==> src/rtl/hazard_ctrl.sv <==
// Pipeline hazard controller for a 5-stage in-order core.
// Detects load-use hazards, flushes on taken branches and sequences
// multi-cycle multiply/divide operations with a timeout abort.
module hazard_ctrl #(
    parameter int unsigned MD_TIMEOUT = 32
) (
    input  logic        clk,
    input  logic        rst,
    input  logic [4:0]  id_rs1,
    input  logic [4:0]  id_rs2,
    input  logic        id_uses_rs1,
    input  logic        id_uses_rs2,
    input  logic        id_is_md,
    input  logic        idex_memread,
    input  logic [4:0]  idex_rd,
    input  logic        ex_branch_taken,
    input  logic        md_done,
    output logic        pc_write,
    output logic        ifid_write,
    output logic        ifid_flush,
    output logic        idex_bubble,
    output logic        md_start,
    output logic        md_error,
    output logic [15:0] stall_count
);

    typedef enum logic {
        RUN     = 1'b0,
        MD_WAIT = 1'b1
    } state_t;

    // Last wait-counter value before the operation is abandoned.
    localparam logic [7:0] TIMEOUT_LAST = 8'(MD_TIMEOUT - 1);

    state_t     state_q, state_d;
    logic [7:0] wait_cnt_q, wait_cnt_d;
    logic       md_seen_q, md_seen_d;   // md result delivered, ID instr may advance
    logic       timeout_hit;
    logic       load_use;

    // Load-use hazard: EX holds a load whose destination the ID instruction reads.
    always_comb begin
        load_use = idex_memread && (idex_rd != 5'd0) &&
                   ((id_uses_rs1 && (id_rs1 == idex_rd)) ||
                    (id_uses_rs2 && (id_rs2 == idex_rd)));
    end

    // Next-state logic and same-cycle pipeline control outputs.
    always_comb begin
        // NOTE: every signal gets a default first so no path leaves one
        // unassigned; an unassigned path would infer a latch.
        pc_write    = 1'b1;
        ifid_write  = 1'b1;
        ifid_flush  = 1'b0;
        idex_bubble = 1'b0;
        md_start    = 1'b0;
        state_d     = state_q;
        wait_cnt_d  = wait_cnt_q;
        md_seen_d   = md_seen_q;
        timeout_hit = 1'b0;

        if (!rst) begin
            unique case (state_q)
                RUN: begin
                    if (ex_branch_taken) begin
                        // Wrong-path instructions in IF/ID are squashed; the
                        // front end keeps fetching from the branch target.
                        ifid_flush  = 1'b1;
                        idex_bubble = 1'b1;
                        md_seen_d   = 1'b0;
                    end else if (load_use) begin
                        pc_write    = 1'b0;
                        ifid_write  = 1'b0;
                        idex_bubble = 1'b1;
                    end else if (id_is_md && !md_seen_q) begin
                        md_start    = 1'b1;
                        pc_write    = 1'b0;
                        ifid_write  = 1'b0;
                        idex_bubble = 1'b1;
                        wait_cnt_d  = 8'd0;
                        state_d     = MD_WAIT;
                    end else begin
                        // Advancing cycle: the completed md instruction leaves ID.
                        md_seen_d = 1'b0;
                    end
                end
                MD_WAIT: begin
                    pc_write    = 1'b0;
                    ifid_write  = 1'b0;
                    idex_bubble = 1'b1;
                    if (md_done) begin
                        md_seen_d = 1'b1;
                        state_d   = RUN;
                    end else if (wait_cnt_q == TIMEOUT_LAST) begin
                        timeout_hit = 1'b1;
                        state_d     = RUN;
                    end else begin
                        wait_cnt_d = wait_cnt_q + 8'd1;
                    end
                end
                default: state_d = RUN;
            endcase
        end
    end

    // State, wait counter and completion latch registers.
    always_ff @(posedge clk) begin
        // NOTE: sequential state uses non-blocking assignments so every
        // register samples the pre-edge values of the others.
        if (rst) begin
            state_q    <= RUN;
            wait_cnt_q <= 8'd0;
            md_seen_q  <= 1'b0;
        end else begin
            state_q    <= state_d;
            wait_cnt_q <= wait_cnt_d;
            md_seen_q  <= md_seen_d;
        end
    end

    // Sticky timeout flag; only reset clears it.
    always_ff @(posedge clk) begin
        if (rst) begin
            md_error <= 1'b0;
        end else if (timeout_hit) begin
            md_error <= 1'b1;
        end
    end

    // Saturating count of cycles in which the PC was held.
    always_ff @(posedge clk) begin
        if (rst) begin
            stall_count <= 16'd0;
        end else if (!pc_write && (stall_count != 16'hFFFF)) begin
            stall_count <= stall_count + 16'd1;
        end
    end

endmodule

==> config.mk <==
export PLATFORM = sky130hd
export DESIGN_NAME = hazard_ctrl
export DESIGN_NICKNAME = d
export VERILOG_FILES = /design/src/rtl/hazard_ctrl.sv
export SDC_FILE = /design/constraint.sdc
export NUM_CORES = 1
export LEC_CHECK = 0
export CORE_MARGIN = 10
export CORE_UTILIZATION = 62
export DETAILED_ROUTE_END_ITERATION = 12
export DONT_BUFFER_PORTS = 1
export GPL_TIMING_DRIVEN = 0
export PLACE_DENSITY_LB_ADDON = 0.15
export SYNTH_ARGS = -nofsm -noshare
export SYNTH_HDL_FRONTEND = slang
export SYNTH_SLANG_ARGS = --single-unit
==> constraint.sdc <==
create_clock -name clk -period 2.9 [get_ports clk]
set_input_delay 0.435 -clock clk [delete_from_list [all_inputs] [get_ports clk]]
set_output_delay 0.435 -clock clk [all_outputs]
set_load 0.1 [all_outputs]
# Word level (Yosys, flattened, before mapping)
# Cells that the tools add are included.
dict set report totals {
  out_inout_bits 22
  word_cells 67
  reg_bits 27
}
dict set report classes {
  eq_ne 12
  n_mux 35
  n_reduce_logical 12
  bitwise_logic 1
  addsub 2
}
# operator count
set ops {}
lappend ops {{8-bit 2-to-1 mux} 5}
lappend ops {{1-bit 2-to-1 mux} 25}
lappend ops {{16-bit by 1-bit adder with 16-bit output, second input constant} 1}
lappend ops {{16-bit inequality test, second input constant} 1}
lappend ops {{8-bit one-hot mux with 2 select lines} 1}
lappend ops {{2-bit inequality test, second input constant} 6}
lappend ops {{5-bit equality test} 2}
lappend ops {{8-bit by 1-bit adder with 8-bit output, second input constant} 1}
lappend ops {{8-bit by 5-bit equality test with 1-bit output, second input constant} 1}
lappend ops {{1-bit one-hot mux with 2 select lines} 4}
lappend ops {{1-bit logical AND} 6}
lappend ops {{3-bit inequality test, second input constant} 2}
lappend ops {{5-bit AND reduction} 1}
lappend ops {{5-bit nonzero test} 1}
lappend ops {{3-bit AND reduction} 1}
lappend ops {{1-bit zero test} 2}
lappend ops {{1-bit logical OR} 1}
lappend ops {{1-bit NOT} 1}

# Depth between registers and ports, before layout
dict set report logic_depth {
  word_depth 10
  ltp_mapped 8
  mapped_depth_nobuf 7
}

# Worst setup path after synthesis
# No wires, ideal clock.
dict set report synth_timing {
  kind {input port to output port}
  start {input port idex_rd[1]}
  end {output port pc_write}
  path_slack_ps -467
  arrival_time_ps 2932
  path_buffers 3
  path_stages 7
  cell_sequence {or4_1 o21a_1 a211oi_2 buf_6 buf_6 nand2b_1 buf_4}
}
dict set report synth_between {
  elab_chain_cells 8
}
# item line
set synth_rtl {}
lappend synth_rtl {{start: declaration} 15} ;# input logic [4:0] idex_rd,
lappend synth_rtl {{5-bit equality test, on equally long branches} {44, 45}}
lappend synth_rtl {{1-bit logical AND, on equally long branches} {44, 45}}
lappend synth_rtl {{1-bit logical OR} 44} ;# ((id_uses_rs1 && (id_rs1 == idex_rd)) ||
lappend synth_rtl {{1-bit logical AND *} 43} ;# load_use = idex_memread && (idex_rd != 5'd0) &&
lappend synth_rtl {{1-bit 2-to-1 mux * (2 in series)} -}
lappend synth_rtl {{1-bit one-hot mux with 2 select lines *} -}
lappend synth_rtl {{1-bit 2-to-1 mux *} -}
lappend synth_rtl {{end: declaration} 18} ;# output logic pc_write,
# Mark *: on every way between the ends. The rest lies on a longest branch, timed or not.

# Worst setup path after layout
# Same ends and word-level chain as after synthesis.

==> results.cfg <==
[clock_tree]
cts_sinks = 27
clock_path_buffers = 2
numCtsBuffers = 3
cts-root-buf = clkbuf_4
path_clk_slew_ns = 0.15
insertion_delay_ns = 0.33
htreeDepth = 1
cts_hold_buf = 0
cts_tree = done

[cells_and_area]
ff_latch_area_um2 = 553
nets = 218
post-route-util = 0.699
layout_common_cells = dfxtp_1 (17), xnor2_1 (16), a21oi_1 (16)
final_common_cell = dfxtp_1
fill_cells = 195
multi_input_area_um2 = 985
stdcell_area_um2 = 1720
antenna_cells = 0
drive_above_1_share = 0.203
syn2layout_area_growth_pct = 9.07

[timing]
max_slew_margin = 0.205
final_hold_viol_count = 0
skew_ns = 0.00763
worstMarginPinSlew_ns = 1.19
fin_crit_sh = 0.971
finalCriticalPeriod_ns = 2.82
fmax_mhz = 355
maxSlewViolCount = 0
rsz0062_at_grt = no
finalSetupViolCount = 0

[floorplanning]
row_count = 18
die-area_um2 = 4950
die_h_um = 70.4
die_x_um = 70.4
fp.coreArea_um2 = 2450
initial_core_util = 0.641
ios = 45

[setup_path]
r2r_slack_ns = 0.18
worstPathRequired_ns = 2.47
worstSetupPathType = input port to output port
critPathCaptureType = output port
worstSetupStartpoint = idex_rd[1]
timing.rr.start = stall_count[14]
arrival_ns = 2.38
cp_max_fo = 10
startpoint_type = input port

[synth]
mappedNetlistNets = 209
ys.flop_type = dfxtp_1
async_flop_share = 0
syn_inst = 184
seq_area_frac_synth = 0.344
yosys_warnings = 0
ys_seq_elements = 27
synth.avg_cell_area_um2 = 8.55
synth_edf_count = 0
synth_cell_types = 44
synth_area_um2 = 1570

[status]
status = finished clean

[min_path]
hold_path_class = input port to register
hp-start = md_done

[power]
p_per_area_nw_per_um2 = 404
ir_drop_v = 0.000265
leakagePower_nw = 0.519

[routing]
drc = 0
wl_per_cell_um = 17.4
ant_nets = 0
drt-initial-drc-count = 117
firstDrtPassIters = 4
drt-vias-per-instance = 6.57
vias = 1458
routed_wl_mm = 3.86

[global_routing]
grt_pass1_vias = 1318
grt_max_degree = 16
grt_usage = 0.147
grt_pass1_wl_mm = 6.29
overflow = 0
antenna_found_initial = 0

[flow_run]
max-cap-violations = 0

[place]
post-dp-hpwl_mm = 2.98
portBuffers = 0
gp_congestion = 0.840
placed_area_um2 = 1620
## synth_stat cells, types with 2 or more instances
cell type | n | share of area
nor2_1 | 16 | 0.038
ha_1 | 2 | 0.016
mux2i_1 | 2 | 0.013
a21oi_1 | 17 | 0.054
buf_4 | 2 | 0.0095
a21boi_0 | 2 | 0.0095
and4_1 | 2 | 0.011
xnor2_1 | 16 | 0.089
o31ai_1 | 6 | 0.029
or3b_2 | 2 | 0.011
nor3_1 | 3 | 0.0095
o41ai_1 | 4 | 0.022
buf_2 | 2 | 0.0064
o311ai_1 | 4 | 0.022
nand4_1 | 8 | 0.032
nand2_1 | 12 | 0.029
inv_1 | 3 | 0.0072
clkbuf_1 | 3 | 0.0072
dfxtp_1 | 27 | 0.34
o21ai_1 | 4 | 0.013
nand3_1 | 8 | 0.025
nand2b_1 | 2 | 0.0080
or4_1 | 7 | 0.033
or3_1 | 2 | 0.0080
mux2_4 | 2 | 0.019
buf_6 | 2 | 0.014
and2_1 | 3 | 0.012
or2_2 | 2 | 0.0080
nor2b_1 | 4 | 0.016
## timing repair
action	4_1_cts	5_1_grt
pin swaps	0	1
setup buffers	0	4
setup endpoints to repair	8	10
gates resized for setup	6	9
## power by group
group / switching, mW / internal (mW)
clock network: 0.113 / 0.0519
registers: 0.0163 / 0.375
logic: 0.0906 / 0.0464
total: 0.220 / 0.473
## path summary, 6_finish.rpt
path,endpoint,depth (start not counted)
setup / recovery,pc_write,7
hold / removal,md_seen_q,2
setup reg to reg,stall_count[14],6
hold reg to reg,wait_cnt_q[4],2
## critical path: stages
cell	delay, ns
or4_1	0.53
o21a_1	0.24
a211oi_4	0.31
buf_6	0.16
buf_6	0.13
nand2b_4	0.34
buf_12	0.22
## per-layer routing
metal | vias to the layer above | global-route usage | wire (µm)
met3 | 5 | 0.0565 | 402
met5 | - | 0 | 0
met2 | 68 | 0.228 | 1760
met1 | 676 | 0.186 | 1670
met4 | 0 | 0.0307 | 27
li1 | 709 | - | -
## area by class of cell
class	count	area share
Tap cell	30	0.0219
Multi-Input combinational cell	145	0.574
Buffer	9	0.0416
Clock inverter	1	0.00292
Clock buffer	3	0.0131
Sequential cell	27	0.322
Inverter	3	0.00656
Timing Repair Buffer	4	0.0175
## sequential cells by signal, indices dropped and copies added (netlist names)
name	count
md_error	1
md_seen_q	1
stall_count	16
state_q	1
wait_cnt_q	8
## kinds of logic (layout without fill, tap and decap cells)
group	count (synthesis)	count (layout)	synth area share
fa+ha+maj	2	2	0.0159
mux	4	4	0.0318
flops	27	27	0.344
compound gates	46	46	0.201
buf+inv	12	20	0.0445
xor+xnor	16	16	0.0891
simple gates	77	77	0.274
## stage by stage
stage	power (mW)	cells	setup TNS (ns)	hold WS, ns	worst slack (ns)
final	0.693	222	0	0.319	0.0847
after floorplan	0.503	184	0	0.476	0.0924
after CTS	0.688	218	0	0.323	0.0120
after global placement	0.520	214	-0.123	0.491	-0.123
after global routing	0.721	222	0	0.334	0.00321
after detailed placement	0.522	214	-0.154	0.519	-0.126
No activity file was read; power rests on OpenSTA's default activity.
